## src/rtl/serial_sub4.sv

```systemverilog
// Bit-serial subtractor: d = a - b - bi, one bit per clock, LSB first, start/busy/done handshake.
// Optional signed-overflow output ovf is built only when SERIAL_SUB_OVF_EN is defined.
module serial_sub4 #(
  parameter int WIDTH = 4
) (
  input  logic             clk,
  input  logic             rst,
  input  logic             start,
  input  logic [WIDTH-1:0] a,
  input  logic [WIDTH-1:0] b,
  input  logic             bi,
  output logic             busy,
  output logic             done,
  output logic [WIDTH-1:0] d,
`ifdef SERIAL_SUB_OVF_EN
  output logic             bo,
  output logic             ovf
`else
  output logic             bo
`endif
);

  localparam int CNT_W = (WIDTH > 2) ? $clog2(WIDTH) : 1;

  localparam logic [1:0] S_IDLE  = 2'd0;
  localparam logic [1:0] S_SHIFT = 2'd1;
  localparam logic [1:0] S_DONE  = 2'd2;

  logic [1:0]       state_q, state_d;
  logic [WIDTH-1:0] a_q, a_d;
  logic [WIDTH-1:0] b_q, b_d;
  logic [WIDTH-1:0] d_q, d_d;
  logic [CNT_W-1:0] cnt_q, cnt_d;
  logic             br_q, br_d;
  logic             bo_q, bo_d;
  logic             diff_bit;
  logic             br_nxt;
  logic             last_bit;
`ifdef SERIAL_SUB_OVF_EN
  logic             ovf_q, ovf_d;
`endif

  // Single full-subtractor cell working on the LSBs of the operand shift registers.
  assign diff_bit = a_q[0] ^ b_q[0] ^ br_q;
  assign br_nxt   = (~a_q[0] & b_q[0]) | (~(a_q[0] ^ b_q[0]) & br_q);
  assign last_bit = (cnt_q == CNT_W'(WIDTH - 1));

  always_comb begin
    state_d = state_q;
    a_d     = a_q;
    b_d     = b_q;
    d_d     = d_q;
    cnt_d   = cnt_q;
    br_d    = br_q;
    bo_d    = bo_q;
`ifdef SERIAL_SUB_OVF_EN
    ovf_d   = ovf_q;
`endif
    case (state_q)
      S_IDLE, S_DONE: begin
        if (start) begin
          state_d = S_SHIFT;
          a_d     = a;
          b_d     = b;
          br_d    = bi;
          cnt_d   = '0;
        end else begin
          state_d = S_IDLE;
        end
      end
      S_SHIFT: begin
        a_d   = a_q >> 1;
        b_d   = b_q >> 1;
        br_d  = br_nxt;
        d_d   = {diff_bit, d_q[WIDTH-1:1]};
        cnt_d = cnt_q + CNT_W'(1);
        if (last_bit) begin
          state_d = S_DONE;
          bo_d    = br_nxt;
`ifdef SERIAL_SUB_OVF_EN
          // On the last bit a_q[0]/b_q[0] hold the original sign bits and diff_bit is d[MSB].
          ovf_d   = (a_q[0] ^ b_q[0]) & (diff_bit ^ a_q[0]);
`endif
        end
      end
      default: state_d = S_IDLE;
    endcase
  end

  always_ff @(posedge clk) begin
    if (rst) begin
      state_q <= S_IDLE;
      d_q     <= '0;
      cnt_q   <= '0;
      br_q    <= 1'b0;
      bo_q    <= 1'b0;
`ifdef SERIAL_SUB_OVF_EN
      ovf_q   <= 1'b0;
`endif
    end else begin
      state_q <= state_d;
      d_q     <= d_d;
      cnt_q   <= cnt_d;
      br_q    <= br_d;
      bo_q    <= bo_d;
`ifdef SERIAL_SUB_OVF_EN
      ovf_q   <= ovf_d;
`endif
    end
  end

  // Operand shift registers carry no state visible at the outputs, so they need no reset.
  always_ff @(posedge clk) begin
    a_q <= a_d;
    b_q <= b_d;
  end

  assign busy = (state_q == S_SHIFT);
  assign done = (state_q == S_DONE);
  assign d    = d_q;
  assign bo   = bo_q;
`ifdef SERIAL_SUB_OVF_EN
  assign ovf  = ovf_q;
`endif

endmodule

```

## config.mk

```make
export PLATFORM = sky130hd
export DESIGN_NAME = serial_sub4
export DESIGN_NICKNAME = d
export VERILOG_FILES = /design/src/rtl/serial_sub4.sv
export SDC_FILE = /design/constraint.sdc
export NUM_CORES = 1
export LEC_CHECK = 0
export CAP_MARGIN = 0
export CORE_MARGIN = 2
export CORE_UTILIZATION = 30
export DETAILED_ROUTE_END_ITERATION = 10
export DONT_BUFFER_PORTS = 1
export GPL_TIMING_DRIVEN = 0
export PLACE_DENSITY_LB_ADDON = 0.2
export SLEW_MARGIN = 10
export SYNTH_ARGS = -nofsm -noshare
export SYNTH_HDL_FRONTEND = slang
export SYNTH_SLANG_ARGS = --single-unit
```

## constraint.sdc

```tcl
create_clock -name clk -period 1.65 [get_ports clk]
set_clock_uncertainty 0.05 [all_clocks]
set_input_delay 0.33 -clock clk [delete_from_list [all_inputs] [get_ports clk]]
set_output_delay 0.33 -clock clk [all_outputs]
set_load 0.005 [all_outputs]
```

# After elaboration in Yosys (flattened, before gate mapping)
# Cells that the tools add are included.
[op_classes]
add_sub_neg = 1
eq_ne = 5
muxes = 11
bitwise = 7
n_reduce_logical = 5
[op_table]
columns = ["operator", "count"]
rows = [
  ["one-hot mux 4 bit (2 select lines)", 2],
  ["2-to-1 mux 4 bit", 2],
  ["one-hot mux 2 bit (2 select lines)", 2],
  ["equality test 2 bit (second input constant)", 2],
  ["2-to-1 mux 2 bit", 2],
  ["AND reduction 2 bit", 2],
  ["adder 2 x 1 -> 2 bit (second input constant)", 1],
  ["AND 1 bit", 2],
  ["equality test 2 x 1 -> 1 bit (second input constant)", 1],
  ["zero test 2 bit", 1],
  ["2-to-1 mux 1 bit", 2],
  ["!= test 2 x 1 -> 1 bit (second input constant)", 1],
  ["!= test 2 bit (second input constant)", 1],
  ["inverter 1 bit", 2],
  ["one-hot mux 1 bit (2 select lines)", 1],
  ["nonzero test 2 bit", 1],
  ["OR reduction 2 bit", 1],
  ["bitwise XOR 1 bit", 2],
  ["OR 1 bit", 1],
]
[word_totals]
reg_bits = 18
input_bits = 12

# Longest topological paths before layout
# Gate-level depths: netlist of run 1.
[depth]
ltp_word = 5
mapped_depth = 6
ltp_nobuf = 4

# Worst setup path after synthesis of run 1
# OpenSTA, ideal clock, no wires.
[synth_path]
kind = "reg-to-reg"
from = "register a_q[0]"
to = "register br_q"
t_arrival_ns = 1.191
required_ns = 1.512
path_slack_ns = 0.321
stages_incl_launch_ff = 4
n_path_buf = 0
period_less_slack_ns = 1.329
path_cell_list = "edfxtp_1 > fa_1 > o2bb2ai_2 > a311oi_2"
[synth_between]
elab_chain_len = 5
[synth_rtl]
columns = ["element", "line_no", "source"]
rows = [
  ["start: declaration", "30", "logic [WIDTH-1:0] a_q, a_d;"],
  ["start signal: assignment", "114", "a_q <= a_d;"],
  ["bitwise XOR 1 bit", "45", "assign br_nxt = (~a_q[0] & b_q[0]) | (~(a_q[0] ^ b_q[0]) & br_q);"],
  ["inverter 1 bit", "45", ""],
  ["AND 1 bit", "45", ""],
  ["OR 1 bit (*)", "45", ""],
  ["one-hot mux 1 bit (2 select lines) (*)", "59", "case (state_q)"],
  ["end signal: assignment", "104", "br_q <= br_d;"],
  ["end: declaration", "34", "logic br_q, br_d;"],
]
# Every way passes the cells marked *; elsewhere a longest branch is shown, timed or not.
# A chain may end at the register's enable or synchronous reset.

# Final worst setup path of run 1
[layout_path]
from = "register state_q[1]"
to = "output port busy"
[layout_between]
elab_chain_len = 1
[layout_rtl]
columns = ["element", "line_no", "source"]
rows = [
  ["start: declaration", "29", "logic [1:0] state_q, state_d;"],
  ["start signal: assignment", "101", "state_q <= state_d;"],
  ["equality test 2 x 1 -> 1 bit", "118", "assign busy = (state_q == S_SHIFT);"],
  ["end: declaration", "12", "output logic busy,"],
]
# Every way passes these cells.

==> results of run 1 <==
-- layout by cell type (no fill, tap or decap) --
master	n
sky130_fd_sc_hd__nand2_1	29
sky130_fd_sc_hd__dfxtp_1	10
sky130_fd_sc_hd__edfxtp_1	8
sky130_fd_sc_hd__a21oi_1	4
sky130_fd_sc_hd__nand2b_1	3
sky130_fd_sc_hd__a21oi_2	3
sky130_fd_sc_hd__clkbuf_4	3
sky130_fd_sc_hd__buf_6	2
sky130_fd_sc_hd__inv_1	2
sky130_fd_sc_hd__nand3_1	2
sky130_fd_sc_hd__nor2_1	2
sky130_fd_sc_hd__a311oi_2	2
sky130_fd_sc_hd__and2_1	2
sky130_fd_sc_hd__inv_6	1
sky130_fd_sc_hd__buf_2	1
sky130_fd_sc_hd__nor2b_1	1
sky130_fd_sc_hd__clkbuf_1	1
sky130_fd_sc_hd__o21a_1	1
sky130_fd_sc_hd__o2bb2ai_2	1
sky130_fd_sc_hd__fa_1	1
sky130_fd_sc_hd__ha_1	1
sky130_fd_sc_hd__clkinv_1	1
-- stage by stage --
step                total power (uW)  util, %
finish                           861     34.2
global route                     913     34.2
CTS                              872     34.2
detailed placement               652     33.1
global placement                 649     33.1
floorplan                        625        -
-- how the worst max path moves through the flow --
stage          endpoint  slack [ns]  depth (start not counted)
6_report           busy        0.14                          4
5_1_grt            busy        0.04                          4
4_1_cts            busy        0.12                          4
3_5_place_dp     a_q[3]        0.21                          4
3_3_place_gp     b_q[3]        0.21                          4
2_1_floorplan      br_q        0.32                          3
-- synthesized netlist by cell type --
master                      instances  share of area, %
sky130_fd_sc_hd__nor2b_1            1              0.80
sky130_fd_sc_hd__nand2_1           29                14
sky130_fd_sc_hd__dfxtp_1           10                26
sky130_fd_sc_hd__inv_6              1               1.1
sky130_fd_sc_hd__o21a_1             1              0.96
sky130_fd_sc_hd__a21oi_2            3               3.4
sky130_fd_sc_hd__ha_1               1               1.6
sky130_fd_sc_hd__buf_6              2               2.9
sky130_fd_sc_hd__a21oi_1            4               2.6
sky130_fd_sc_hd__clkbuf_1           1              0.48
sky130_fd_sc_hd__nand3_1            2               1.3
sky130_fd_sc_hd__nor2_1             2              0.96
sky130_fd_sc_hd__edfxtp_1           8                31
sky130_fd_sc_hd__buf_2              1              0.64
sky130_fd_sc_hd__inv_1              2              0.96
sky130_fd_sc_hd__o2bb2ai_2          1               1.9
sky130_fd_sc_hd__nand2b_1           3               2.4
sky130_fd_sc_hd__a311oi_2           2               3.8
sky130_fd_sc_hd__and2_1             2               1.6
sky130_fd_sc_hd__fa_1               1               2.6
-- metal layers --
layer	vias to the layer above	GRT usage (%)	wire length, um
li1	263	-	-
met1	240	15.0	652
met2	10	16.3	599
met3	2	2.69	65
met4	0	6.10	13
met5	-	0	0
-- registers in the layout, indices dropped and copies added (netlist names) --
register  cells
b_q           4
a_q           4
bo            1
cnt_q         2
d             4
state_q       2
br_q          1
-- report_power, final --
| group | leakage [uW] | internal, uW | switching (uW) |
|---|---|---|---|
| clock network | 0.0000154 | 87.8 | 134 |
| registers | 0.000161 | 508 | 14.5 |
| logic | 0.000146 | 44.2 | 71.8 |
-- kinds of logic after synthesis --
logic type / share of synthesized area (%)
compound gates: 12.6
buf+inv: 6.07
fa+ha+maj: 4.15
flops: 56.2
simple gates: 20.9
-- cell type report --
class,instances,area (um^2),share of cell area [%]
Multi-Input combinational cell,52,295,34.9
Sequential cell,18,440,52.0
Tap cell,30,37.5,4.43
Clock inverter,1,3.75,0.443
Inverter,3,16.3,1.92
Clock buffer,3,22.5,2.66
Buffer,4,31.3,3.69
-- critical path: stages (launching register included) --
cell                       delay (ns)
sky130_fd_sc_hd__dfxtp_1         0.32
sky130_fd_sc_hd__nand2b_1        0.15
sky130_fd_sc_hd__buf_6           0.15
sky130_fd_sc_hd__inv_6           0.09
sky130_fd_sc_hd__buf_6           0.15
==> results list, run 1 <==
- Global-route wire length before repair: 2370 um
- HP Class: in -> reg
- Fill cells: 266
* FF-to-FF Start: state_q[1]
- Post-synthesis cell count: 77
- The initial antenna violation count was 0.
* Top achievable clock speed: 662 MHz
* Total instance count after detailed placement: 107
- Area of the core: 2480 um^2
* Maximum level of the CTS H-tree: 1
- Averaged over all synthesized cells, the footprint is 10.2 um^2.
* Worst Reg-to-Reg Cells: 4
- STA classifies the critical path endpoint as an output port.
- Post-detailed-route DRC marker count: 0
- In this run the tightest slew margin relative to its limit is 63.9%.
- Final cell count without fillers: 111
- For this run, the total global-route usage over all layers was measured as 11.1%.
- The area growth from synthesis to layout is 8.15%.
- The synthesized netlist contains 20 unique library cells.
- Unrepaired setup endpoints after global routing: false
- Top fanout value on the critical path: 10
- Starting density of the core: 31.6%
- Skew-Pair Late Insertion Delay: 0.29 ns
- Post-CTS Resized: 0
* Data arrival time of the critical path: 1.13 ns
- For this run, the detailed router's first-pass iteration total came to 3.
* Max Cap Violations: 0
- Number of I/O port buffers: 0
- Final hold slack: 0.164 ns
- The critical path in this run is classified as reg -> out.
* Sort of element at the start of the critical path: register
- The finished cells cover 847 um^2.
- Number of pins exceeding their max-slew limit in the final report: 0
* Full die area: 3040 um^2
- For this design, the sink count on the clock tree is 18.
- HPWL after DPL: 942 um
- Number of buffers inserted during clock tree synthesis: 3
- Clock tree from TritonCTS: done
* DIE HEIGHT: 55.1 um
- Share of final-layout standard cells stronger than drive strength 1: 16.0%
- Worst Hold Endpoint: b_q[1]
* Post-CTS Setup Bufs: 0
- WL/cell: 12.0 um
- Fin. Hold Viols: 0
- 19 I/O pins were placed.
- Period Utilization, post-route: 91.6%
- Launch point of the worst hold path: b[1]
- Summing all placed instances gives a cell area of 821 um^2.
- Number of flip-flops and latches in the synthesized netlist: 18
- Fin worst setup slack: 0.138 ns
* Count of antenna diodes in the layout: 0
- The flow ran to the end, and the final reports show no timing, DRC or antenna violations.
* Post-CTS clock slew at the launch and capture registers of the worst setup and hold paths: 0.11 ns
- The final route contains 515 vias.
- The worst register-to-register path ends at a_q[0].
- Hold buffer count at cts: 0
* Final global-route overflow total: 0
- Entering global routing, the biggest net connects 11 pins.
- At the worst endpoint, the required time is 1.27 ns.
- At the pin with the least slew margin, the transition time is 0.541 ns.
* Mapped cell area: 783 um^2
* Number of placement rows: 18
* Setup violation total in the final timing report: 0
- Total leakage power: 0.000322 uW
- Across the VDD grid, the largest voltage drop is 0.516 mV.
- Pre-CTS setup slack: 0.208 ns
* Accumulated negative setup slack: 0 ns
- Number of cells on the worst hold path: 2
- Buffer cell driving the clock tree root: sky130_fd_sc_hd__clkbuf_4
* Yosys warnings: 0
- Final Net Count: 96
- The first routing iteration left 9 violations.
* Buffer depth of the longest clock path: 2
- After detailed routing, the number of vias per cell comes to 4.64.
- Net count after synthesis: 91
- Post-DRT Antenna Nets: 0
- Vias in the first global route: 529
* Cell area power density: 1020 nW/um^2
* Critical path startpoint: state_q[1]
- Setup slack of the worst register-to-register path: 0.21 ns
* Horizontal die dimension: 55.1 um
* Total detailed-routing wirelength: 1330 um
- Routability cong.: 0.696
- Post-route minimum period: 1.51 ns
- Summing the sequential cell areas from Yosys gives 56.2% of the chip area.
Note: power is estimated with default switching activity, not from simulation.
==> inputs of run 2 (changes only) <==
clock period = 1.8 ns   (was 1.65 ns; I/O delays follow)
==> results of run 2 <==
Same layout as run 1 (identical final DEF). Status: finished clean.
Among the figures that moved: setup slack after placement 0.208 ns -> 0.358 ns; setup slack after layout 0.138 ns -> 0.258 ns; hold slack 0.164 ns -> 0.194 ns; register-to-register setup slack 0.21 ns -> 0.36 ns; total power 861 uW -> 789 uW; worst IR drop on VDD 0.516 mV -> 0.473 mV
==> inputs of run 3 (changes only) <==
ABC_AREA = 1   (was not set)
MAX_ROUTING_LAYER = met4   (was not set)
==> run 3 against run 2 <==
Against the previous run:
- clock power barely moved
- register-to-register slack improved by 0.07 ns
- global-route usage fell by 0.25 points
- wire length rose by 6.1%
==> results list, run 3 <==
- The multiplexer fraction of the synthesized cell area is 0% (unchanged).
- The count of H-tree levels built during CTS was 1 (unchanged).
- The final cell count without fillers is 122 (was 111).
- The critical path data arrival time is 1.14 ns (was 1.13 ns).
- Most used flip-flop cell after synthesis: sky130_fd_sc_hd__dfxtp_1 (unchanged)
- Number of synthesized flops with an enable pin: 8 (unchanged)
* Buffer depth of the longest clock path: 2 (unchanged)
- Top achievable clock speed: 646 MHz (was 649 MHz)
* Net count after synthesis: 102 (was 91)
- Post-CTS clock slew at the launch and capture registers of the worst setup and hold paths: 0.10 ns (was 0.11 ns)
* Max Cap Violations: 0 (unchanged)
- Number of flip-flops and latches in the synthesized netlist: 18 (unchanged)
- The number of instances resized during post-cts repair is 0 (unchanged).
- Skew-Pair Late Insertion Delay: 0.29 ns (about the same)
- The worst-path cell with the longest stage delay was sky130_fd_sc_hd__dfxtp_1 (unchanged).
- Syn-to-layout area delta: 8.20% (was 8.15%)
* Count of antenna diodes in the layout: 0 (unchanged)
- The yosys synthesis warning count came to 0 (unchanged).
* Register area: 440 um^2 (unchanged)
- Clock tree from TritonCTS: done (unchanged)
* Compound-Gate Fraction of Synth Area: 5.47% (was 12.6%)
* Vias per cell: 4.56 (was 4.64)
* HPWL after DPL: 1040 um (was 942 um)
- Area share of fa/ha/maj cells after synthesis: 4.18% (was 4.15%)
* Simple-gate portion of the synthesized area: 26.5% (was 20.9%)
* Global-route wire length before repair: 2240 um (was 2370 um)
- Post-DRT Antenna Nets: 0 (unchanged)
* Main combinational cell family by area after synthesis: simple AND/OR/NAND/NOR gates (unchanged)
- The die outline area is 3020 um^2 (was 3040 um^2).
* Post-route minimum period: 1.55 ns (was 1.54 ns)
- The post-route cell area is 842 um^2 (was 847 um^2).
* Slew Limit Headroom: 71.7% (was 63.9%)
- Final global-route overflow total: 0 (unchanged)
- The area share of the largest cell type after synthesis came to 30.9% (was 30.7%).
* Post-CTS Setup Bufs: 0 (unchanged)
- The kind of capture point of the worst setup path is an output port (unchanged).
- The starting density of the core was 31.4% (was 31.6%).
* Tightest Pin Transition: 0.423 ns (was 0.541 ns)
* Highest ir drop seen on vdd: 0.452 mV (was 0.473 mV)
* WL/cell: 11.6 um (was 12.0 um)
- The sequential element share of the synthesized area came to 56.6% (was 56.2%).
- Clock sinks: 18 (unchanged)
* Number of placement rows: 18 (unchanged)
- Post-synthesis share of cell area spent on xor and xnor gates: 0% (unchanged)
* Fill cells: 275 (was 266)
* Number of pins exceeding their max-slew limit in the final report: 0 (unchanged)
- The kind of cell adding the most delay to the critical path was flip-flops (was buffers and inverters).
* Final Net Count: 107 (was 96)
* Pin count of the biggest net entering global routing: 11 (unchanged)
- CP Data Required Time: 1.39 ns (about the same)
- The leakage dissipation is 0.000374 uW (was 0.000322 uW).
- Number of buffers inserted during clock tree synthesis: 3 (unchanged)
- The share of final-layout standard cells stronger than drive strength 1 is 10.9% (was 16.0%).
* Commonest cells after routing, fill and taps aside: sky130_fd_sc_hd__nand2_1 (27), sky130_fd_sc_hd__nor2_1 (15), sky130_fd_sc_hd__dfxtp_1 (10) (was sky130_fd_sc_hd__nand2_1 (29), sky130_fd_sc_hd__dfxtp_1 (10), sky130_fd_sc_hd__edfxtp_1 (8))
- The number of distinct standard cells referenced by the synthesized netlist is 17 (was 20).
* Antenna violations before repair: 0 (unchanged)
- The class of the most critical setup path is reg -> out (unchanged).
- Overall global routing resource usage: 10.9% (was 11.1%)
* Total detailed-routing wirelength: 1410 um (was 1330 um)
* Mapped cell area: 778 um^2 (was 783 um^2)
* I/O pin count: 19 (unchanged)
- Unrepaired setup endpoints after global routing: false (unchanged)
* First DRT Iteration DRCs: 5 (was 9)
* HP Class: in -> reg (unchanged)
- Result of the run: finished clean (unchanged)
- The final count of negative-setup-slack endpoints came to 0 (unchanged).
* CP cell instances: inv_2 -> nor2_4 -> buf_6 (was nand2b_1 -> buf_6 -> inv_6 -> buf_6)
* Most frequent standard cell in the layout excluding fill and tap cells: sky130_fd_sc_hd__nand2_1 (unchanged)
- The core area was 2480 um^2 (unchanged).
- Sort of element at the start of the critical path: register (unchanged)
- The setup total negative slack was 0 ns (unchanged).
* Routability cong.: 0.680 (was 0.696)
- The instance count of the mapped netlist is 88 (was 77).
- Cell area power density: 960 nW/um^2 (was 932 nW/um^2)
- Period Utilization, post-route: 86.0% (was 85.6%)
* Top fanout value on the critical path: 10 (unchanged)
- Pre-Repair DR Iteration Count: 4 (was 3)
* Mean cell area of the mapped netlist: 8.84 um^2 (was 10.2 um^2)
- Post-route total power: 808 uW (was 789 uW)
* Vias in the first global route: 533 (was 529)
* Post-placement cell area: 816 um^2 (was 821 um^2)
- Leading cell types by total area after synthesis: sky130_fd_sc_hd__edfxtp_1 (31%), sky130_fd_sc_hd__dfxtp_1 (26%), sky130_fd_sc_hd__nand2_1 (13%), sky130_fd_sc_hd__nor2_1 (7.2%), sky130_fd_sc_hd__inv_1 (3.9%) (was sky130_fd_sc_hd__edfxtp_1 (31%), sky130_fd_sc_hd__dfxtp_1 (26%), sky130_fd_sc_hd__nand2_1 (14%), sky130_fd_sc_hd__a311oi_2 (3.8%), sky130_fd_sc_hd__a21oi_2 (3.4%))
- Buffer cell driving the clock tree root: sky130_fd_sc_hd__clkbuf_4 (unchanged)
* CP peak stage delay: 0.40 ns (was 0.32 ns)
- Asr flop ratio synth: 0% (unchanged)
- Horizontal die dimension: 54.9 um (was 55.1 um)
* DIE HEIGHT: 54.9 um (was 55.1 um)
- The hold violation count in the final report was 0 (unchanged).
- Post-detailed-route DRC marker count: 0 (unchanged)
- The critical path buffer and inverter count came to 2 (was 3).
- Total instance count after detailed placement: 118 (was 107)
- Top-count cell post-synth: sky130_fd_sc_hd__nand2_1 (unchanged)
- Cell accounting for the most synthesized area: sky130_fd_sc_hd__edfxtp_1 (unchanged)
- Combined area of the multi-input logic cells: 282 um^2 (was 295 um^2)
- Hold buffer count at cts: 0 (unchanged)
- Vias after detailed routing: 556 (was 515)
* Number of I/O port buffers: 0 (unchanged)
* Synth cell count leaders: sky130_fd_sc_hd__nand2_1 (27), sky130_fd_sc_hd__nor2_1 (15), sky130_fd_sc_hd__dfxtp_1 (10) (was sky130_fd_sc_hd__nand2_1 (29), sky130_fd_sc_hd__dfxtp_1 (10), sky130_fd_sc_hd__edfxtp_1 (8))
[run 3: cell types whose count changed after synthesis, moves of 2 or more]
| cell | change |
|---|---|
| sky130_fd_sc_hd__nand2_1 | -2 |
| sky130_fd_sc_hd__a21oi_2 | -3 |
| sky130_fd_sc_hd__a21oi_1 | -2 |
| sky130_fd_sc_hd__nand2b_1 | -3 |
| sky130_fd_sc_hd__nor2_1 | +13 |
| sky130_fd_sc_hd__o21ai_0 | +5 |
| sky130_fd_sc_hd__and2_1 | -2 |
| sky130_fd_sc_hd__a311oi_2 | -2 |
| sky130_fd_sc_hd__inv_1 | +6 |
[run 3: power breakdown]
group | total (uW) | internal, uW | switching, uW
registers | 490 | 472 | 18.6
clock network | 207 | 80.6 | 127
logic | 111 | 40.1 | 70.5
[run 3: cell type report]
type	count	area share [%]
multi-input cells	59	33.4
clock inverters	1	0.446
plain buffers	2	2.67
inverters	9	4.01
flip-flops and latches	18	52.3
clock buffers	3	2.67
well taps	30	4.46
[run 3: per-layer routing]
metal | vias to the layer above | GRT usage [%] | share of wire, % | wire, um
li1 | 287 | - | - | -
met1 | 260 | 12.4 | 46 | 649
met2 | 7 | 17.7 | 49 | 688
met3 | 2 | 1.61 | 3.8 | 54
met4 | 0 | 7.32 | 1.3 | 19
met5 | - | - | 0 | 0
[run 3: kinds of logic (layout without fill, tap and decap cells)]
logic type,count (synthesis),count (layout)
buf+inv,11,15
fa+ha+maj,2,2
flops,18,18
compound gates,8,8
simple gates,49,49
[run 3: worst paths after layout]
check,from,endpoint,slack (ns),cells after the start
max,state_q[0],busy,0.25,3
min,rst,cnt_q[1],0.08,1
max reg2reg,a_q[0],d[3],0.43,3
min reg2reg,cnt_q[1],cnt_q[1],0.43,2
[run 3: worst reg2reg max path, stage by stage (launching register included)]
cell,delay (ns)
sky130_fd_sc_hd__edfxtp_1,0.41
sky130_fd_sc_hd__fa_1,0.52
sky130_fd_sc_hd__o21ai_0,0.22
sky130_fd_sc_hd__nor2_1,0.06
[run 3: metrics by stage]
| step | hold slack [ns] | setup slack (ns) | util [%] |
|---|---|---|---|
| finish | 0.0788 | 0.253 | 34.0 |
| global route | 0.0589 | 0.170 | 34.0 |
| CTS | 0.0663 | 0.236 | 34.0 |
| detailed placement | 0.385 | 0.459 | 32.9 |
| global placement | 0.382 | 0.480 | 32.9 |
| floorplan | 0.379 | 0.601 | - |
